--- config.mk ---
export PLATFORM = sky130hd
export DESIGN_NAME = decode_stage
export DESIGN_NICKNAME = d
export VERILOG_FILES = /design/src/rtl/cpu_pkg.sv /design/src/rtl/pipe_skid.sv /design/src/rtl/decode_stage.sv
export SDC_FILE = /design/constraint.sdc
export NUM_CORES = 1
export LEC_CHECK = 0
export CAP_MARGIN = 40
export CORE_MARGIN = 8
export CORE_UTILIZATION = 68
export DETAILED_ROUTE_END_ITERATION = 7
export DONT_BUFFER_PORTS = 1
export GPL_TIMING_DRIVEN = 0
export PLACE_DENSITY = 0.84
export SLEW_MARGIN = 0
export SYNTH_ARGS = -nofsm -noshare
export SYNTH_HDL_FRONTEND = slang
export SYNTH_SLANG_ARGS = --single-unit
--- constraint.sdc ---
create_clock -name clk -period 4.8 [get_ports clk]
set_input_delay 0.96 -clock clk [delete_from_list [all_inputs] [get_ports clk]]
set_output_delay 0.96 -clock clk [all_outputs]
set_load 0.01 [all_outputs]
--- src/rtl/cpu_pkg.sv ---
// Shared decode definitions for the CPU pipeline.
//   - Opcode match patterns for the supported 64-bit instruction forms.
//   - ALUOp encodings: 00 memory, 01 branch, 10 arithmetic.
//   - decode_ctrl_t: the decoded control bundle that travels with every
//     instruction, plus decode_instr() which produces it from a 32-bit word.
package cpu_pkg;

    localparam logic [1:0] ALUOP_MEM    = 2'b00;
    localparam logic [1:0] ALUOP_BRANCH = 2'b01;
    localparam logic [1:0] ALUOP_ARITH  = 2'b10;

    // Opcode fields, compared against the top bits of the instruction word.
    localparam logic [8:0]  OP_ADDI = 9'b100100010;   // [31:23]
    localparam logic [8:0]  OP_SUBI = 9'b110100010;   // [31:23]
    localparam logic [8:0]  OP_MOVZ = 9'b110100101;   // [31:23]
    localparam logic [7:0]  OP_CMP  = 8'b11101011;    // [31:24]
    localparam logic [7:0]  OP_CBZ  = 8'b10110100;    // [31:24]
    localparam logic [5:0]  OP_B    = 6'b000101;      // [31:26]
    localparam logic [10:0] OP_LDUR = 11'b11111000010; // [31:21]
    localparam logic [10:0] OP_STUR = 11'b11111000000; // [31:21]

    typedef struct packed {
        logic [1:0] aluop;
        logic       reg_write;
        logic       mem_read;
        logic       mem_write;
        logic       branch;
        logic       uncond;
        logic       alu_src;
        logic       illegal;
    } decode_ctrl_t;

    localparam int CTRL_W = $bits(decode_ctrl_t);

    // First match wins; anything unmatched is flagged illegal with every
    // control bit (including the state-changing ones) held at zero.
    function automatic decode_ctrl_t decode_instr(input logic [31:0] instr);
        decode_ctrl_t c;
        c = '0;
        if (instr[31:23] == OP_ADDI || instr[31:23] == OP_SUBI ||
            instr[31:23] == OP_MOVZ) begin
            c.aluop     = ALUOP_ARITH;
            c.reg_write = 1'b1;
            c.alu_src   = 1'b1;
        end else if (instr[31:24] == OP_CMP) begin
            c.aluop = ALUOP_ARITH;
        end else if (instr[31:24] == OP_CBZ) begin
            c.aluop  = ALUOP_BRANCH;
            c.branch = 1'b1;
        end else if (instr[31:26] == OP_B) begin
            c.aluop  = ALUOP_BRANCH;
            c.uncond = 1'b1;
        end else if (instr[31:21] == OP_LDUR) begin
            c.aluop     = ALUOP_MEM;
            c.mem_read  = 1'b1;
            c.reg_write = 1'b1;
            c.alu_src   = 1'b1;
        end else if (instr[31:21] == OP_STUR) begin
            c.aluop     = ALUOP_MEM;
            c.mem_write = 1'b1;
            c.alu_src   = 1'b1;
        end else begin
            c.illegal = 1'b1;
        end
        return c;
    endfunction

endpackage

--- src/rtl/pipe_skid.sv ---
// Two-entry valid/ready pipeline buffer (main output register + skid).
// Ports:
//   clk, rst_n      clock, synchronous active-low reset
//   flush           drop everything held; wins over both handshakes
//   in_valid/in_ready/in_data     upstream side; in_ready is registered
//                                 and equals "skid empty"
//   out_valid/out_ready/out_data  downstream side; out_data is the main
//                                 register and is stable while stalled
module pipe_skid #(
    parameter int W = 8
) (
    input  logic         clk,
    input  logic         rst_n,
    input  logic         flush,
    input  logic         in_valid,
    output logic         in_ready,
    input  logic [W-1:0] in_data,
    output logic         out_valid,
    input  logic         out_ready,
    output logic [W-1:0] out_data
);
    typedef enum logic [1:0] {
        EMPTY = 2'd0,
        ONE   = 2'd1,
        TWO   = 2'd2
    } skid_state_t;

    skid_state_t  state_q, state_d;
    logic [W-1:0] main_q, main_d;
    logic [W-1:0] skid_q, skid_d;
    logic         in_ready_q, in_ready_d;
    logic         out_valid_q, out_valid_d;
    logic         accept, pop;

    assign accept = in_valid && in_ready_q;
    assign pop    = out_valid_q && out_ready;

    always_comb begin
        state_d = state_q;
        main_d  = main_q;
        skid_d  = skid_q;
        if (flush) begin
            state_d = EMPTY;
        end else begin
            case (state_q)
                EMPTY: begin
                    if (accept) begin
                        main_d  = in_data;
                        state_d = ONE;
                    end
                end
                ONE: begin
                    if (accept && pop) begin
                        main_d = in_data;
                    end else if (accept) begin
                        skid_d  = in_data;
                        state_d = TWO;
                    end else if (pop) begin
                        state_d = EMPTY;
                    end
                end
                TWO: begin
                    // in_ready is low here, so only a pop can happen.
                    if (pop) begin
                        main_d  = skid_q;
                        state_d = ONE;
                    end
                end
                default: state_d = EMPTY;
            endcase
        end
        // Handshake outputs are registered copies of the next-state view.
        out_valid_d = (state_d != EMPTY);
        in_ready_d  = (state_d != TWO);
    end

    always_ff @(posedge clk) begin
        if (!rst_n) begin
            state_q     <= EMPTY;
            main_q      <= '0;
            skid_q      <= '0;
            in_ready_q  <= 1'b1;
            out_valid_q <= 1'b0;
        end else begin
            state_q     <= state_d;
            main_q      <= main_d;
            skid_q      <= skid_d;
            in_ready_q  <= in_ready_d;
            out_valid_q <= out_valid_d;
        end
    end

    assign in_ready  = in_ready_q;
    assign out_valid = out_valid_q;
    assign out_data  = main_q;

endmodule

--- src/rtl/decode_stage.sv ---
// Instruction decode stage: decodes the fetched word combinationally and
// registers {instr, pc, control} into a two-entry skid buffer, giving a
// one-cycle accept-to-valid latency with full-throughput streaming.
// Ports:
//   clk, rst_n                 clock, synchronous active-low reset
//   in_valid/in_ready          fetch handshake, in_instr + in_pc payload
//   flush                      discard every held instruction
//   out_valid/out_ready        execute handshake
//   out_instr, out_pc          passthrough of the accepted word and PC
//   out_aluop, out_* bits      decoded control, out_illegal for unknown ops
module decode_stage
    import cpu_pkg::*;
#(
    parameter int ADDR_W = 64
) (
    input  logic              clk,
    input  logic              rst_n,
    input  logic              in_valid,
    output logic              in_ready,
    input  logic [31:0]       in_instr,
    input  logic [ADDR_W-1:0] in_pc,
    input  logic              flush,
    output logic              out_valid,
    input  logic              out_ready,
    output logic [31:0]       out_instr,
    output logic [ADDR_W-1:0] out_pc,
    output logic [1:0]        out_aluop,
    output logic              out_reg_write,
    output logic              out_mem_read,
    output logic              out_mem_write,
    output logic              out_branch,
    output logic              out_uncond,
    output logic              out_alu_src,
    output logic              out_illegal
);
    localparam int PAYLOAD_W = 32 + ADDR_W + CTRL_W;

    decode_ctrl_t         in_ctrl;
    decode_ctrl_t         out_ctrl;
    logic [PAYLOAD_W-1:0] in_payload;
    logic [PAYLOAD_W-1:0] out_payload;

    assign in_ctrl    = decode_instr(in_instr);
    assign in_payload = {in_instr, in_pc, in_ctrl};

    pipe_skid #(
        .W (PAYLOAD_W)
    ) u_skid (
        .clk       (clk),
        .rst_n     (rst_n),
        .flush     (flush),
        .in_valid  (in_valid),
        .in_ready  (in_ready),
        .in_data   (in_payload),
        .out_valid (out_valid),
        .out_ready (out_ready),
        .out_data  (out_payload)
    );

    assign {out_instr, out_pc, out_ctrl} = out_payload;

    assign out_aluop     = out_ctrl.aluop;
    assign out_reg_write = out_ctrl.reg_write;
    assign out_mem_read  = out_ctrl.mem_read;
    assign out_mem_write = out_ctrl.mem_write;
    assign out_branch    = out_ctrl.branch;
    assign out_uncond    = out_ctrl.uncond;
    assign out_alu_src   = out_ctrl.alu_src;
    assign out_illegal   = out_ctrl.illegal;

endmodule

==> results.json <==
{
  "final_cell_mix": "nand2_1 (397), dfxtp_1 (214), nand3_1 (109), a21boi_0 (104), o211a_1 (99)",
  "grt_max_degree": 15,
  "syn_nets": 1180,
  "drtIter0Drc": 514,
  "start_kind": "flip-flop",
  "core_area_mm2": 0.0130,
  "fin_skew_ps": 8.47,
  "setup_viol": 0,
  "cts-root-buf": "clkbuf_16",
  "crit_arrival_ps": 2690,
  "irDropWorstVdd_mv": 0.362,
  "syn_avg_cell_area_um2": 8.26,
  "first_pass_iters": 5,
  "fin_util": 0.755,
  "overflow": 0,
  "core.rowCount": 42,
  "min_path_type": "flip-flop to flip-flop",
  "wire_per_inst_um": 18.6,
  "place_congestion": 0.837,
  "yosysTopAreaCellShare": 0.481,
  "drive_gt1_frac": 0.0662,
  "yosys_warnings": 0,
  "path_clk_slew_ps": 60,
  "numCtsBuffers": 21,
  "fin_total_pwr_uw": 3860,
  "die_h_um": 131,
  "holdPathStages": 2,
  "grt_antenna_before_repair": 0,
  "power.leakage_uw": 0.00456,
  "ctsHoldBuffers": 0,
  "cts_tree": "yes",
  "min_period_ps": 2320,
  "hp-start": "u_skid.skid_q[82]$_SDFFE_PN0P_",
  "num_vias": 7752,
  "endpoint_kind": "flip-flop",
  "start_util": 0.684,
  "finalSetupTns_ps": 0,
  "preCtsSetupSlack_ps": 2160,
  "min_to": "u_skid.skid_q[82]$_SDFFE_PN0P_",
  "fin_crit_sh": 0.482,
  "setup_ws_ps": 2480,
  "htree_levels": 1,
  "final-hold-violation-count": 0,
  "syn_inst": 1079,
  "crit_type": "flip-flop to flip-flop",
  "nFillCells": 1015,
  "maxSlewViolCount": 0,
  "first_global_vias": 7398,
  "cp.required_ps": 5180,
  "drtAntennaViolNets": 0,
  "layout_commonest_cell": "nand2_1",
  "synth_area_leaders": "dfxtp_1 (48%), nand2_1 (17%), o211a_1 (11%), a21boi_0 (8.8%), nand3_1 (6.1%)",
  "yosys.area.top_type": "dfxtp_1",
  "num_antenna_cells": 0,
  "max_freq_mhz": 432,
  "drc": 0,
  "die-area_mm2": 0.0170,
  "grt_usage": 0.276,
  "ios": 208,
  "crit_fanout": 10,
  "status": "finished clean",
  "cap_violations": 0,
  "post_cts_resize_count": 0,
  "slew_headroom": 0.432,
  "viasPerCell": 6.00,
  "dp_hpwl_mm": 17.0,
  "clk_latency_ps": 490,
  "synthDistinctLibCells": 40,
  "synthToLayoutAreaGrowth_pct": 10.3,
  "reg2reg_to": "u_skid.out_data[76]$_SDFFE_PN0P_",
  "post-cts-setup-buffer-count": 0,
  "rrSetupSlack_ps": 2480,
  "synth_seq_area_share": 0.481,
  "rr_worst_depth": 7,
  "wirelength_mm": 24.1,
  "power_density_mw_per_mm2": 392,
  "fp.dieW_um": 131,
  "grt_pass1_wl_mm": 38.2,
  "regToRegStartpoint": "u_skid.state_q[0]$_SDFF_PN0_",
  "synth_seq_cells": 214,
  "synth_area_mm2": 0.00891,
  "clock-sinks": 214,
  "io_buffers": 0,
  "cts_max_path_buffers": 3,
  "worstMarginPinSlew_ps": 841,
  "rsz0062_at_grt": "no",
  "nNetsFinal": 1203
}
==> synthesized netlist by cell type, drive strengths merged <==
master,count
a211o,1
a211oi,3
a21boi,104
a21o,1
a21oi,7
a2bb2oi,1
a311oi,2
a31o,1
a31oi,3
and2,1
and3,1
and3b,1
and4,1
and4b,1
buf,44
clkbuf,48
dfxtp,214
inv,2
mux2i,1
nand2,397
nand2b,1
nand3,109
nand3b,1
nand4,2
nand4b,1
nor2,5
nor2b,2
nor3b,1
nor4b,2
nor4bb,3
o211a,99
o211ai,1
o21a,3
o21ai,10
o31ai,1
or2,1
or3,3
==> cell type report <==
cell class,count,area [um^2],share of cell area
flip-flops and latches,214,4280,0.436
well taps,176,220,0.0224
clock inverters,8,68.8,0.00700
clock buffers,30,629,0.0640
inverters,2,7.51,0.000763
multi-input cells,771,4230,0.430
plain buffers,92,392,0.0398
==> metal layers <==
layer	part of all wire	track usage
met2	0.47	0.454
met3	0.11	0.0860
met1	0.39	0.336
met4	0.033	0.0918
met5	0	0
==> state kept, by name, indices dropped and copies added, names as in the netlist <==
register	cells
u_skid.state_q	2
u_skid.out_data	105
u_skid.out_valid	1
u_skid.in_ready	1
u_skid.skid_q	105
==> worst max-delay path, stage by stage, from the launching register on <==
cell	delay, ps
dfxtp_1	370
nand2b_1	160
buf_2	220
a211oi_4	470
buf_2	380
buf_2	290
nand3_1	140
o211a_1	160
==> metrics by stage <==
step | instances | hold slack [ps] | cell area (um^2)
after detailed placement | 1255 | 456 | 9140
after global placement | 1255 | 450 | 9140
after floorplan | 1079 | 440 | 8910
after global routing | 1293 | 483 | 9830
after CTS | 1293 | 465 | 9830
final | 1293 | 463 | 9830
==> worst max-delay path by stage <==
stage | startpoint | end | slack, ps | cells after the start
finish | u_skid.state_q[0]$_SDFF_PN0_ | u_skid.out_data[76]$_SDFFE_PN0P_ | 2480 | 7
global placement | in_valid | u_skid.out_data[79]$_SDFFE_PN0P_ | 2180 | 6
floorplan | in_valid | u_skid.out_data[56]$_SDFFE_PN0P_ | 2710 | 6
global route | u_skid.state_q[1]$_SDFF_PN0_ | u_skid.out_data[76]$_SDFFE_PN0P_ | 2410 | 7
CTS | u_skid.state_q[0]$_SDFF_PN0_ | u_skid.out_data[76]$_SDFFE_PN0P_ | 2530 | 7
detailed placement | in_valid | u_skid.out_data[76]$_SDFFE_PN0P_ | 2160 | 6
==> kinds of logic (layout without fill, tap and decap cells) <==
logic type	count (synthesis)	count (layout)	synth area share
and+or+nand+nor	533	533	0.249
AOI/OAI and AO/OA	237	237	0.224
DFF	214	214	0.481
buffers and inverters	94	132	0.0448
muxes	1	1	0.00112
==> power breakdown <==
part | switching [uW] | internal, uW | total, uW | leakage [uW]
Combinational | 149 | 109 | 258 | 0.00247
Sequential | 95.6 | 1860 | 1960 | 0.00174
Clock | 675 | 966 | 1640 | 0.000354
Total | 920 | 2940 | 3860 | 0.00456
Note: power is estimated with default switching activity, not from simulation.
